===== src/rtl/mem_access_if.sv =====
// Request/response and memory-side signals of the load/store access unit.
// The master side is the pipeline MEM stage plus data memory; the slave side is the unit.
interface mem_access_if;
    logic        req_valid;
    logic        req_load;
    logic        req_store;
    logic [2:0]  req_funct3;
    logic [31:0] req_addr;
    logic [31:0] req_wdata;
    logic        stall;
    logic        resp_valid;
    logic [31:0] resp_rdata;
    logic        err;
    logic        mem_read;
    logic        mem_write;
    logic [31:0] mem_address;
    logic [31:0] mem_wdata;
    logic [3:0]  mem_byte_enable;
    logic        mem_resp;
    logic [31:0] mem_rdata;

    modport master (
        output req_valid, req_load, req_store, req_funct3, req_addr, req_wdata,
        output mem_resp, mem_rdata,
        input  stall, resp_valid, resp_rdata, err,
        input  mem_read, mem_write, mem_address, mem_wdata, mem_byte_enable
    );

    modport slave (
        input  req_valid, req_load, req_store, req_funct3, req_addr, req_wdata,
        input  mem_resp, mem_rdata,
        output stall, resp_valid, resp_rdata, err,
        output mem_read, mem_write, mem_address, mem_wdata, mem_byte_enable
    );
endinterface


===== src/rtl/mem_access_unit.sv =====
// RV32I load/store unit: validates, aligns and issues one memory access per
// instruction, stalling the pipeline until the memory completes.
module mem_access_unit (
    input  logic         clk,
    input  logic         rst,
    mem_access_if.slave  bus
);
    typedef enum logic [1:0] {IDLE, ACCESS, DONE} state_t;

    state_t      state;
    logic        lat_load;
    logic [2:0]  lat_funct3;
    logic [1:0]  lat_offset;

    logic        one_op;
    logic        both_op;
    logic        load_legal;
    logic        store_legal;
    logic        legal;
    logic        aligned;
    logic        req_ok;
    logic [1:0]  offset;

    assign offset = bus.req_addr[1:0];

    // Request qualification: exactly one op, known funct3, naturally aligned.
    always_comb begin
        one_op      = bus.req_load ^ bus.req_store;
        both_op     = bus.req_load & bus.req_store;
        load_legal  = 1'b0;
        store_legal = (bus.req_funct3[2] == 1'b0) && (bus.req_funct3[1:0] != 2'b11);
        aligned     = 1'b1;
        case (bus.req_funct3)
            3'b000, 3'b001, 3'b010, 3'b100, 3'b101: load_legal = 1'b1;
            default:                                load_legal = 1'b0;
        endcase
        case (bus.req_funct3[1:0])
            2'b01:   aligned = ~offset[0];
            2'b10:   aligned = (offset == 2'b00);
            default: aligned = 1'b1;
        endcase
        legal  = one_op & (bus.req_load ? load_legal : store_legal);
        req_ok = bus.req_valid & legal & aligned;
    end

    assign bus.stall = req_ok & (state != DONE);
    assign bus.err   = ~rst & (state == IDLE) & bus.req_valid
                     & (both_op | (one_op & ~(legal & aligned)));

    function automatic logic [3:0] store_mask(input logic [2:0] f3, input logic [1:0] off);
        case (f3[1:0])
            2'b00:   return 4'b0001 << off;
            2'b01:   return off[1] ? 4'b1100 : 4'b0011;
            default: return 4'b1111;
        endcase
    endfunction

    function automatic logic [31:0] store_data(input logic [2:0] f3, input logic [31:0] w);
        case (f3[1:0])
            2'b00:   return {4{w[7:0]}};
            2'b01:   return {2{w[15:0]}};
            default: return w;
        endcase
    endfunction

    function automatic logic [31:0] load_extract(input logic [2:0] f3, input logic [1:0] off,
                                                 input logic [31:0] w);
        logic [7:0]  b;
        logic [15:0] h;
        case (off)
            2'b00:   b = w[7:0];
            2'b01:   b = w[15:8];
            2'b10:   b = w[23:16];
            default: b = w[31:24];
        endcase
        h = off[1] ? w[31:16] : w[15:0];
        case (f3)
            3'b000:  return {{24{b[7]}}, b};
            3'b001:  return {{16{h[15]}}, h};
            3'b100:  return {24'h0, b};
            3'b101:  return {16'h0, h};
            default: return w;
        endcase
    endfunction

    // Control FSM with registered memory strobes and response.
    always_ff @(posedge clk or posedge rst) begin
        if (rst) begin
            state               <= IDLE;
            lat_load            <= 1'b0;
            lat_funct3          <= 3'b000;
            lat_offset          <= 2'b00;
            bus.mem_read        <= 1'b0;
            bus.mem_write       <= 1'b0;
            bus.mem_address     <= 32'h0;
            bus.mem_wdata       <= 32'h0;
            bus.mem_byte_enable <= 4'h0;
            bus.resp_valid      <= 1'b0;
            bus.resp_rdata      <= 32'h0;
        end else begin
            case (state)
                IDLE: begin
                    if (req_ok) begin
                        lat_load            <= bus.req_load;
                        lat_funct3          <= bus.req_funct3;
                        lat_offset          <= offset;
                        bus.mem_read        <= bus.req_load;
                        bus.mem_write       <= bus.req_store;
                        bus.mem_address     <= {bus.req_addr[31:2], 2'b00};
                        bus.mem_wdata       <= bus.req_store ? store_data(bus.req_funct3, bus.req_wdata)
                                                             : 32'h0;
                        bus.mem_byte_enable <= bus.req_load ? 4'b1111
                                                            : store_mask(bus.req_funct3, offset);
                        state               <= ACCESS;
                    end
                end
                ACCESS: begin
                    if (bus.mem_resp) begin
                        bus.mem_read   <= 1'b0;
                        bus.mem_write  <= 1'b0;
                        bus.resp_valid <= 1'b1;
                        bus.resp_rdata <= lat_load ? load_extract(lat_funct3, lat_offset, bus.mem_rdata)
                                                   : 32'h0;
                        state          <= DONE;
                    end
                end
                DONE: begin
                    bus.resp_valid <= 1'b0;
                    state          <= IDLE;
                end
                default: state <= IDLE;
            endcase
        end
    end
endmodule


===== src/flat_wrapper.sv =====
// flat-port wrapper written by rule: the top's interface ports become plain ports
module mem_access_unit_flat 
  (clk, rst, bus_req_valid, bus_req_load, bus_req_store, bus_req_funct3, bus_req_addr, bus_req_wdata, bus_mem_resp, bus_mem_rdata, bus_stall, bus_resp_valid, bus_resp_rdata, bus_err, bus_mem_read, bus_mem_write, bus_mem_address, bus_mem_wdata, bus_mem_byte_enable);
  mem_access_if bus_i ();
  input  logic clk;
  input  logic rst;
  input wire logic [$bits(bus_i.req_valid)-1:0] bus_req_valid;
  input wire logic [$bits(bus_i.req_load)-1:0] bus_req_load;
  input wire logic [$bits(bus_i.req_store)-1:0] bus_req_store;
  input wire logic [$bits(bus_i.req_funct3)-1:0] bus_req_funct3;
  input wire logic [$bits(bus_i.req_addr)-1:0] bus_req_addr;
  input wire logic [$bits(bus_i.req_wdata)-1:0] bus_req_wdata;
  input wire logic [$bits(bus_i.mem_resp)-1:0] bus_mem_resp;
  input wire logic [$bits(bus_i.mem_rdata)-1:0] bus_mem_rdata;
  output wire logic [$bits(bus_i.stall)-1:0] bus_stall;
  output wire logic [$bits(bus_i.resp_valid)-1:0] bus_resp_valid;
  output wire logic [$bits(bus_i.resp_rdata)-1:0] bus_resp_rdata;
  output wire logic [$bits(bus_i.err)-1:0] bus_err;
  output wire logic [$bits(bus_i.mem_read)-1:0] bus_mem_read;
  output wire logic [$bits(bus_i.mem_write)-1:0] bus_mem_write;
  output wire logic [$bits(bus_i.mem_address)-1:0] bus_mem_address;
  output wire logic [$bits(bus_i.mem_wdata)-1:0] bus_mem_wdata;
  output wire logic [$bits(bus_i.mem_byte_enable)-1:0] bus_mem_byte_enable;
  assign bus_i.req_valid = bus_req_valid;
  assign bus_i.req_load = bus_req_load;
  assign bus_i.req_store = bus_req_store;
  assign bus_i.req_funct3 = bus_req_funct3;
  assign bus_i.req_addr = bus_req_addr;
  assign bus_i.req_wdata = bus_req_wdata;
  assign bus_i.mem_resp = bus_mem_resp;
  assign bus_i.mem_rdata = bus_mem_rdata;
  assign bus_stall = bus_i.stall;
  assign bus_resp_valid = bus_i.resp_valid;
  assign bus_resp_rdata = bus_i.resp_rdata;
  assign bus_err = bus_i.err;
  assign bus_mem_read = bus_i.mem_read;
  assign bus_mem_write = bus_i.mem_write;
  assign bus_mem_address = bus_i.mem_address;
  assign bus_mem_wdata = bus_i.mem_wdata;
  assign bus_mem_byte_enable = bus_i.mem_byte_enable;
  mem_access_unit u_core (.clk(clk), .rst(rst), .bus(bus_i));
endmodule

===== config.mk =====
export PLATFORM = sky130hd
export DESIGN_NAME = mem_access_unit_flat
export DESIGN_NICKNAME = d
export VERILOG_FILES = /design/src/rtl/mem_access_if.sv /design/src/rtl/mem_access_unit.sv /design/src/flat_wrapper.sv
export SDC_FILE = /design/constraint.sdc
export NUM_CORES = 1
export LEC_CHECK = 0
export ABC_AREA = 1
export CELL_PAD_IN_SITES_DETAIL_PLACEMENT = 1
export CELL_PAD_IN_SITES_GLOBAL_PLACEMENT = 1
export CORE_UTILIZATION = 32
export CTS_BUF_LIST = sky130_fd_sc_hd__clkbuf_8
export DETAILED_ROUTE_END_ITERATION = 12
export GPL_ROUTABILITY_DRIVEN = 0
export PLACE_DENSITY_LB_ADDON = 0.1
export SYNTH_ARGS = -nofsm -noshare
export SYNTH_HDL_FRONTEND = slang
export SYNTH_SLANG_ARGS = --single-unit

===== constraint.sdc =====
create_clock -name clk -period 5.55 [get_ports clk]
set_clock_uncertainty 0.05 [all_clocks]
set_input_delay 1.11 -clock clk [delete_from_list [all_inputs] [get_ports clk]]
set_output_delay 1.11 -clock clk [all_outputs]
set_load 0.03 [all_outputs]

==> impl_metrics.yaml, run 1 <==
sta:
  maxSlewHeadroom: 0.388
  holdWs_ps: 438
  timing.fmax_ghz: 0.204
  setup_violations: 0
  period_share: 0.883
  hold_viol_final: 0
  drv_slew: 0
  period_needed_ps: 4900
  rsz0062_at_grt: "no"
  max_slew.worst_pin.slew_ps: 918
  final.setup.tns_ps: 0
global_route:
  first_global_vias: 5871
  grt_pass1_wl_um: 29800
  grt_antenna_before_repair: 0
  overflow: 0
  grt_max_degree: 73
  grtUsageTotal: 0.216
yosys:
  synth_cells: 707
  synth-seq-cells: 109
  seq_area_frac_synth: 0.504
  synth_warnings: 0
  synth_edf_count: 0
  syn_area_per_cell_um2: 7.66
  synth_area_mm2: 0.00541
  synth-async-reset-ratio: 1.00
  synth_cell_types: 30
  ys.flop_type: "dfrtp_1"
clocking:
  cts_buffers: 9
  cts_setup_buffers: 0
  ctsHoldBuffers: 0
  cts_tree: "yes"
  cts.root.buffer_cell: "clkbuf_8"
  cts_max_path_buffers: 2
  clk-insertion-delay-late_ps: 380
  cts-resized-gates: 0
  clkTransAtPathRegs_ps: 100
  htreeDepth: 3
  cts_num_sinks: 109
hold_path:
  worstHoldPathCells: 2
  hold_end: "u_core.bus.resp_rdata[25]"
  min_path_type: "reg -> reg"
  min-delay-start: "u_core.bus.resp_rdata[25]"
critical_path:
  cp-start-kind: "primary input"
  r2r_cells: 6
  cp-end-kind: "primary output"
  r2r_slack_ps: 3170
  r2r_end: "u_core.bus.mem_wdata[31]"
  cp.required_ps: 4390
  worstPathMaxFanout: 11
  r2r-start: "u_core.state[0]"
  crit_arrival_ps: 3740
  worstSetupPathType: "in -> out"
place:
  port_buffers: 207
  hpwlAfterDp_um: 13500
  dp.cells: 1101
run:
  drv_cap: 0
floorplan:
  core_mm2: 0.0165
  die-area_mm2: 0.0174
  rows: 47
  die_w_um: 132
  start_util: 0.328
  ios: 210
  fp.dieH_um: 132
routing:
  wirelength_um: 17900
  vias_per_cell: 4.78
  drt_first_pass_iters: 4
  drtIter0Drc: 180
  wl_per_cell_um: 16.1
  drc_errors: 0
  num_vias: 5334
  ant_nets: 0
cells_and_area:
  drive_gt1_frac: 0.0446
  utilization: 0.472
  nets: 1002
  stdcell_count: 1117
  antenna_cells: 0
  syn_to_final_growth_pct: 44.0
pwr:
  power.density_mw_per_mm2: 453
  p_total_uw: 3540
  ir_drop_mv: 0.196
  power.leakage_uw: 0.00370
outcome:
  status: "complete, no violations"
-- power breakdown --
| group | internal, µW | total [µW] | switching (µW) | leakage (µW) |
|---|---|---|---|---|
| sequential | 1070 | 1270 | 194 | 0.00142 |
| clock | 193 | 487 | 294 | 0.0000965 |
| combinational | 707 | 1780 | 1080 | 0.00218 |
| total | 1970 | 3540 | 1570 | 0.00370 |
-- registers in the layout, indices dropped and copies added, names as in the netlist --
name                        cells
u_core.bus.mem_wdata           32
u_core.bus.resp_rdata          32
u_core.bus.mem_address         30
u_core.bus.mem_byte_enable      4
u_core.lat_funct3               3
u_core.lat_offset               2
u_core.state                    2
u_core.bus.mem_read             1
u_core.bus.mem_write            1
u_core.bus.resp_valid           1
u_core.lat_load                 1
-- synthesized netlist by cell type (7+ instances only) --
cell / n / area share
nor2_1: 29 / 0.020
or2_0: 11 / 0.013
buf_4: 7 / 0.0097
nand2_1: 288 / 0.20
a21oi_1: 38 / 0.035
o21ai_0: 62 / 0.057
inv_1: 33 / 0.023
o21ai_1: 13 / 0.012
buf_2: 10 / 0.0092
dfrtp_1: 109 / 0.50
clkbuf_1: 19 / 0.013
nand3_1: 51 / 0.047
-- cells by family after synthesis --
group           after synthesis  synth area share
flops                       109             0.504
other cells                   1          0.000693
fa+ha+maj                     5            0.0116
buf+inv                      79            0.0689
simple gates                394             0.302
compound gates              119             0.113
-- layout by cell type, fill, tap and decap left out, drive strengths merged, types with 4 or more instances in the layout --
master / n
a21oi: 39
clkbuf: 11
dfrtp: 109
or2: 16
nand4: 4
clkdlybuf4s50: 207
nand2: 290
nor2: 33
inv: 38
buf: 8
nand3: 51
ha: 5
o21ai: 75
-- final cells by class --
type	instances	area, µm²
inverter	37	141
sequential	109	2730
tap	220	275
clock buffer	11	151
timing repair buffer	215	2130
fill	1966	8730
clock inverter	5	42.5
multi-input combinational	520	2330
-- worst max-delay path, stage by stage --
cell	delay, ps
clkdlybuf4s50_1	450
inv_1	140
ha_1	470
nor2_4	150
nand2_1	90
nor2_1	40
nor2_1	200
nand2_1	160
nor2_4	110
o21a_1	120
clkdlybuf4s50_1	690
-- through the flow --
stage	cell area, µm²	setup WS (ps)
detailed placement	7600	603
finish	7800	650
CTS	7800	606
global route	7800	437
floorplan	5420	313
global placement	7600	701
-- worst max-delay path by stage --
stage,start,to,cells after the start
floorplan,rst,bus_err,3
global placement,bus_req_funct3[1],bus_stall,11
detailed placement,bus_req_funct3[1],bus_stall,11
CTS,bus_req_funct3[1],bus_stall,11
global route,bus_req_funct3[1],bus_stall,11
finish,bus_req_funct3[1],bus_stall,11
-- metal layers --
layer,GRT usage,vias up,routed length [µm]
met3,0.0615,20,1310
met5,0,-,0
li1,-,2613,-
met1,0.256,2564,7440
met2,0.375,137,8900
met4,0.0685,0,296
(Power assumes the default switching activity.)
==> run 2: changes to the inputs <==
CORE_UTILIZATION = 30   (was 32)
==> run 2 against run 1 <==
Total power increased by 0.68%. Worst setup slack worse by 79 ps. Combinational power about the same. Routed wire length is 2.3% higher. Worst hold slack gained 1.4 ps. Largest cell class unchanged. Highest routed layer unchanged.
==> impl_metrics.yaml, run 2 (same netlist as run 1, synthesis figures left out) <==
global_route:
  overflow: 0
  grt_max_degree: 65
  first_global_vias: 5781
  grt_antenna_before_repair: 0
  grt_pass1_wl_um: 29500
  grtUsageTotal: 0.206
floorplan:
  core_mm2: 0.0175
  fp.dieH_um: 136
  ios: 210
  die-area_mm2: 0.0186
  start_util: 0.310
  die_w_um: 136
  rows: 48
routing:
  drt_first_pass_iters: 4
  ant_nets: 0
  wirelength_um: 18400
  vias_per_cell: 4.76
  num_vias: 5328
  drtIter0Drc: 228
  wl_per_cell_um: 16.4
  drc_errors: 0
critical_path:
  crit_arrival_ps: 3820
  worstPathMaxFanout: 11
  r2r_cells: 7
  worstSetupPathType: "in -> out"
  cp-end-kind: "primary output"
  r2r-start: "u_core.lat_funct3[1]"
  r2r_slack_ps: 2980
  r2r_end: "u_core.bus.resp_rdata[16]"
  cp.required_ps: 4390
  cp-start-kind: "primary input"
cells_and_area:
  fill_cells: 2101
  largest_registers: "u_core.bus.mem_wdata: 32 flops, u_core.bus.resp_rdata: 32 flops, u_core.bus.mem_address: 30 flops"
  drive_gt1_frac: 0.0414
  final_cell_mix: "nand2_1 (288), clkdlybuf4s50_1 (207), dfrtp_1 (109)"
  utilization: 0.446
  nets: 1000
  layout_commonest_cell: "nand2_1"
  syn_to_final_growth_pct: 44.0
  antenna_cells: 0
run:
  drv_cap: 0
pwr:
  power.density_mw_per_mm2: 457
  p_total_uw: 3560
  power.leakage_uw: 0.00369
  ir_drop_mv: 0.212
sta:
  max_slew.worst_pin.slew_ps: 1050
  holdWs_ps: 440
  setup_violations: 0
  maxSlewHeadroom: 0.301
  drv_slew: 0
  period_share: 0.897
  rsz0062_at_grt: "no"
  period_needed_ps: 4980
  hold_viol_final: 0
  final.setup.tns_ps: 0
  timing.fmax_ghz: 0.201
hold_path:
  worstHoldPathCells: 2
  min_path_type: "reg -> reg"
  min-delay-start: "u_core.bus.resp_rdata[10]"
  hold_end: "u_core.bus.resp_rdata[10]"
clocking:
  clk-insertion-delay-late_ps: 380
  ctsHoldBuffers: 0
  cts_num_sinks: 109
  cts_max_path_buffers: 2
  clkTransAtPathRegs_ps: 110
  cts_setup_buffers: 0
  cts-resized-gates: 0
  cts_buffers: 9
  cts_tree: "yes"
  htreeDepth: 3
  cts.root.buffer_cell: "clkbuf_8"
outcome:
  status: "complete, no violations"
place:
  port_buffers: 207
  hpwlAfterDp_um: 13700
[run 2: worst max-delay path, stage by stage]
cell	delay (ps)
clkdlybuf4s50_1	460
inv_1	120
ha_1	450
nor2_4	160
nand2_1	90
nor2_1	40
nor2_1	190
nand2_1	150
nor2_4	220
o21a_1	160
clkdlybuf4s50_1	670
[run 2: how the worst max path moves through the flow]
stage,startpoint,to,slack (ps),cells past startpoint
after global routing,bus_req_funct3[1],bus_stall,340,11
final,bus_req_funct3[1],bus_stall,570,11
after floorplan,rst,bus_err,310,3
after detailed placement,bus_req_funct3[1],bus_stall,560,11
after CTS,bus_req_funct3[1],bus_stall,560,11
after global placement,bus_req_funct3[1],bus_stall,660,11
[run 2: metal layers]
| layer | global-route usage | up-vias | part of all wire |
|---|---|---|---|
| li1 | - | 2604 | - |
| met4 | 0.0537 | 0 | 0.012 |
| met5 | 0 | - | 0 |
| met1 | 0.243 | 2570 | 0.42 |
| met2 | 0.360 | 139 | 0.50 |
| met3 | 0.0649 | 15 | 0.073 |
[run 2: power by group]
part	internal, µW	switching (µW)
logic	704	1060
registers	1070	219
clock network	211	298
[run 2: per-stage QoR]
| stage | setup WS (ps) | std cells | area (µm²) |
|---|---|---|---|
| global route | 339 | 1119 | 7790 |
| CTS | 556 | 1119 | 7790 |
| finish | 571 | 1119 | 7790 |
| floorplan | 313 | 708 | 5420 |
| detailed placement | 559 | 1104 | 7600 |
| global placement | 658 | 1104 | 7600 |
[run 2: final cells by class]
cell class                 count  area, µm²  share of cell area
clock buffer                   9        124              0.0159
clock inverter                 6       73.8             0.00947
inverter                      37        141              0.0181
multi-input combinational    520       2330               0.299
sequential                   109       2730               0.350
tap                          225        282              0.0361
timing repair buffer         213       2120               0.272
==> run 3: changes to the inputs <==
--- a/config.mk
+++ b/config.mk
@@ -7,4 +7,5 @@
 export LEC_CHECK = 0
 export ABC_AREA = 1
+export ABC_CLOCK_PERIOD_IN_PS = 5550
 export CELL_PAD_IN_SITES_DETAIL_PLACEMENT = 1
 export CELL_PAD_IN_SITES_GLOBAL_PLACEMENT = 1
==> constraint.sdc (replaced) <==
create_clock -name clk -period 5.55 [get_ports clk]
set_clock_uncertainty 0.05 [all_clocks]
set_input_delay 0.555 -clock clk [delete_from_list [all_inputs] [get_ports clk]]
set_output_delay 0.555 -clock clk [all_outputs]
set_load 0.03 [all_outputs]
==> run 3 against run 2 <==
Routed wire length is 0.59% higher. Fmax is 30% higher. Worst hold slack worse by 7.1 ps. Critical path type unchanged. Largest cell class unchanged.
==> impl_metrics.yaml, run 3 (same netlist as run 1, synthesis figures left out) <==
routing:
  drtIter0Drc: 202
  wirelength_um: 18500
  drc_errors: 0
  vias_per_cell: 4.75
  num_vias: 5315
  drt_first_pass_iters: 4
  ant_nets: 0
  wl_per_cell_um: 16.5
floorplan:
  core_mm2: 0.0175
  fp.dieH_um: 136
  ios: 210
  start_util: 0.310
  die_w_um: 136
  die-area_mm2: 0.0186
  rows: 48
cells_and_area:
  final_cell_mix: "nand2_1 (288), clkdlybuf4s50_1 (207), dfrtp_1 (109)"
  syn_to_final_growth_pct: 43.7
  drive_gt1_frac: 0.0425
  largest_registers: "u_core.bus.mem_wdata: 32 flops, u_core.bus.resp_rdata: 32 flops, u_core.bus.mem_address: 30 flops"
  utilization: 0.445
  antenna_cells: 0
  layout_commonest_cell: "nand2_1"
  nets: 1000
critical_path:
  r2r-start: "u_core.state[0]"
  critical-path-slowest-cell: "clkdlybuf4s50_1"
  r2r_cells: 6
  slowest_delay_ps: 680
  worstPathMaxFanout: 11
  worstSetupPathType: "in -> out"
  cp.required_ps: 4950
  cp-start-kind: "primary input"
  r2r_end: "u_core.bus.mem_write"
  crit_family: "buffers and inverters"
  worstPathCellList: "clkdlybuf4s50_1, inv_1, ha_1, nor2_4, nand2_1, nor2_1, nor2_1, nand2_1, nor2_4, o21a_1, clkdlybuf4s50_1"
  r2r_slack_ps: 2870
  cp-end-kind: "primary output"
  crit_buf_inv: 3
  crit_arrival_ps: 3220
pwr:
  pwr-share-seq: 0.358
  power.leakage_uw: 0.00368
  power.density_mw_per_mm2: 454
  ir_drop_mv: 0.264
  clkPwrFrac: 0.135
  p_total_uw: 3530
  swShare: 0.446
  p_switching_uw: 1570
  combPwrFrac: 0.507
  internal_power_uw: 1960
clocking:
  cts_setup_buffers: 0
  cts_tree: "yes"
  clkTransAtPathRegs_ps: 110
  cts-resized-gates: 0
  cts_max_path_buffers: 2
  clk-insertion-delay-late_ps: 380
  htreeDepth: 3
  cts_buffers: 9
  cts.root.buffer_cell: "clkbuf_8"
  cts_num_sinks: 109
  ctsHoldBuffers: 0
sta:
  timing.fmax_ghz: 0.262
  rsz0062_at_grt: "no"
  drv_slew: 0
  maxSlewHeadroom: 0.255
  final.setup.tns_ps: 0
  hold_viol_final: 0
  holdWs_ps: 432
  period_needed_ps: 3820
  max_slew.worst_pin.slew_ps: 1120
  setup_violations: 0
  period_share: 0.689
global_route:
  first_global_vias: 5645
  grt_max_degree: 86
  grt_antenna_before_repair: 0
  grt_pass1_wl_um: 28900
  overflow: 0
  grtUsageTotal: 0.202
place:
  port_buffers: 207
  hpwlAfterDp_um: 13600
outcome:
  status: "complete, no violations"
run:
  drv_cap: 0
hold_path:
  min_path_type: "in -> async"
[run 3: cell count changes in the layout (fill, tap and decap cells not counted)]
cell	change
inv_6	+2
bufinv_16	-1
clkbuf_8	+1
clkinv_2	+1
clkinv_4	-1
inv_8	-1
[run 3: stage by stage]
| stage | worst slack (ps) | instance area, µm² | instances |
|---|---|---|---|
| 6_report | 1730 | 7780 | 1120 |
| 5_1_grt | 1530 | 7780 | 1120 |
| 4_1_cts | 1700 | 7780 | 1120 |
| 3_5_place_dp | 1690 | 7600 | 1104 |
| 3_3_place_gp | 1790 | 7600 | 1104 |
| 2_1_floorplan | 1420 | 5420 | 708 |
[run 3: how the worst max path moves through the flow]
stage                      start         to  slack [ps]  depth (start not counted)
4_1_cts        bus_req_funct3[1]  bus_stall        1700                         11
3_3_place_gp   bus_req_funct3[1]  bus_stall        1790                         11
6_report       bus_req_funct3[1]  bus_stall        1730                         11
3_5_place_dp   bus_req_funct3[1]  bus_stall        1690                         11
5_1_grt        bus_req_funct3[1]  bus_stall        1530                         11
2_1_floorplan                rst    bus_err        1420                          3
[run 3: cell type report]
class | instances | area (µm²)
Timing Repair Buffer | 213 | 2120
Fill cell | 2100 | 9700
Tap cell | 225 | 282
Sequential cell | 109 | 2730
Clock buffer | 10 | 138
Multi-Input combinational cell | 520 | 2330
Inverter | 37 | 141
Clock inverter | 6 | 46.3
[run 3: routing by layer]
metal / vias to the layer above / track usage / wire (µm)
li1: 2601 / - / -
met1: 2572 / 0.243 / 7930
met2: 129 / 0.353 / 9200
met3: 13 / 0.0567 / 1160
met4: 0 / 0.0519 / 184
met5: - / 0 / 0
[run 3: power by group through the flow]
stage,Combinational [µW],Clock (µW),Sequential [µW]
detailed placement,1810,0,1280
floorplan,505,0,1770
finish,1790,475,1260
global route,1920,529,1310
global placement,1770,0,1270
CTS,1810,497,1270
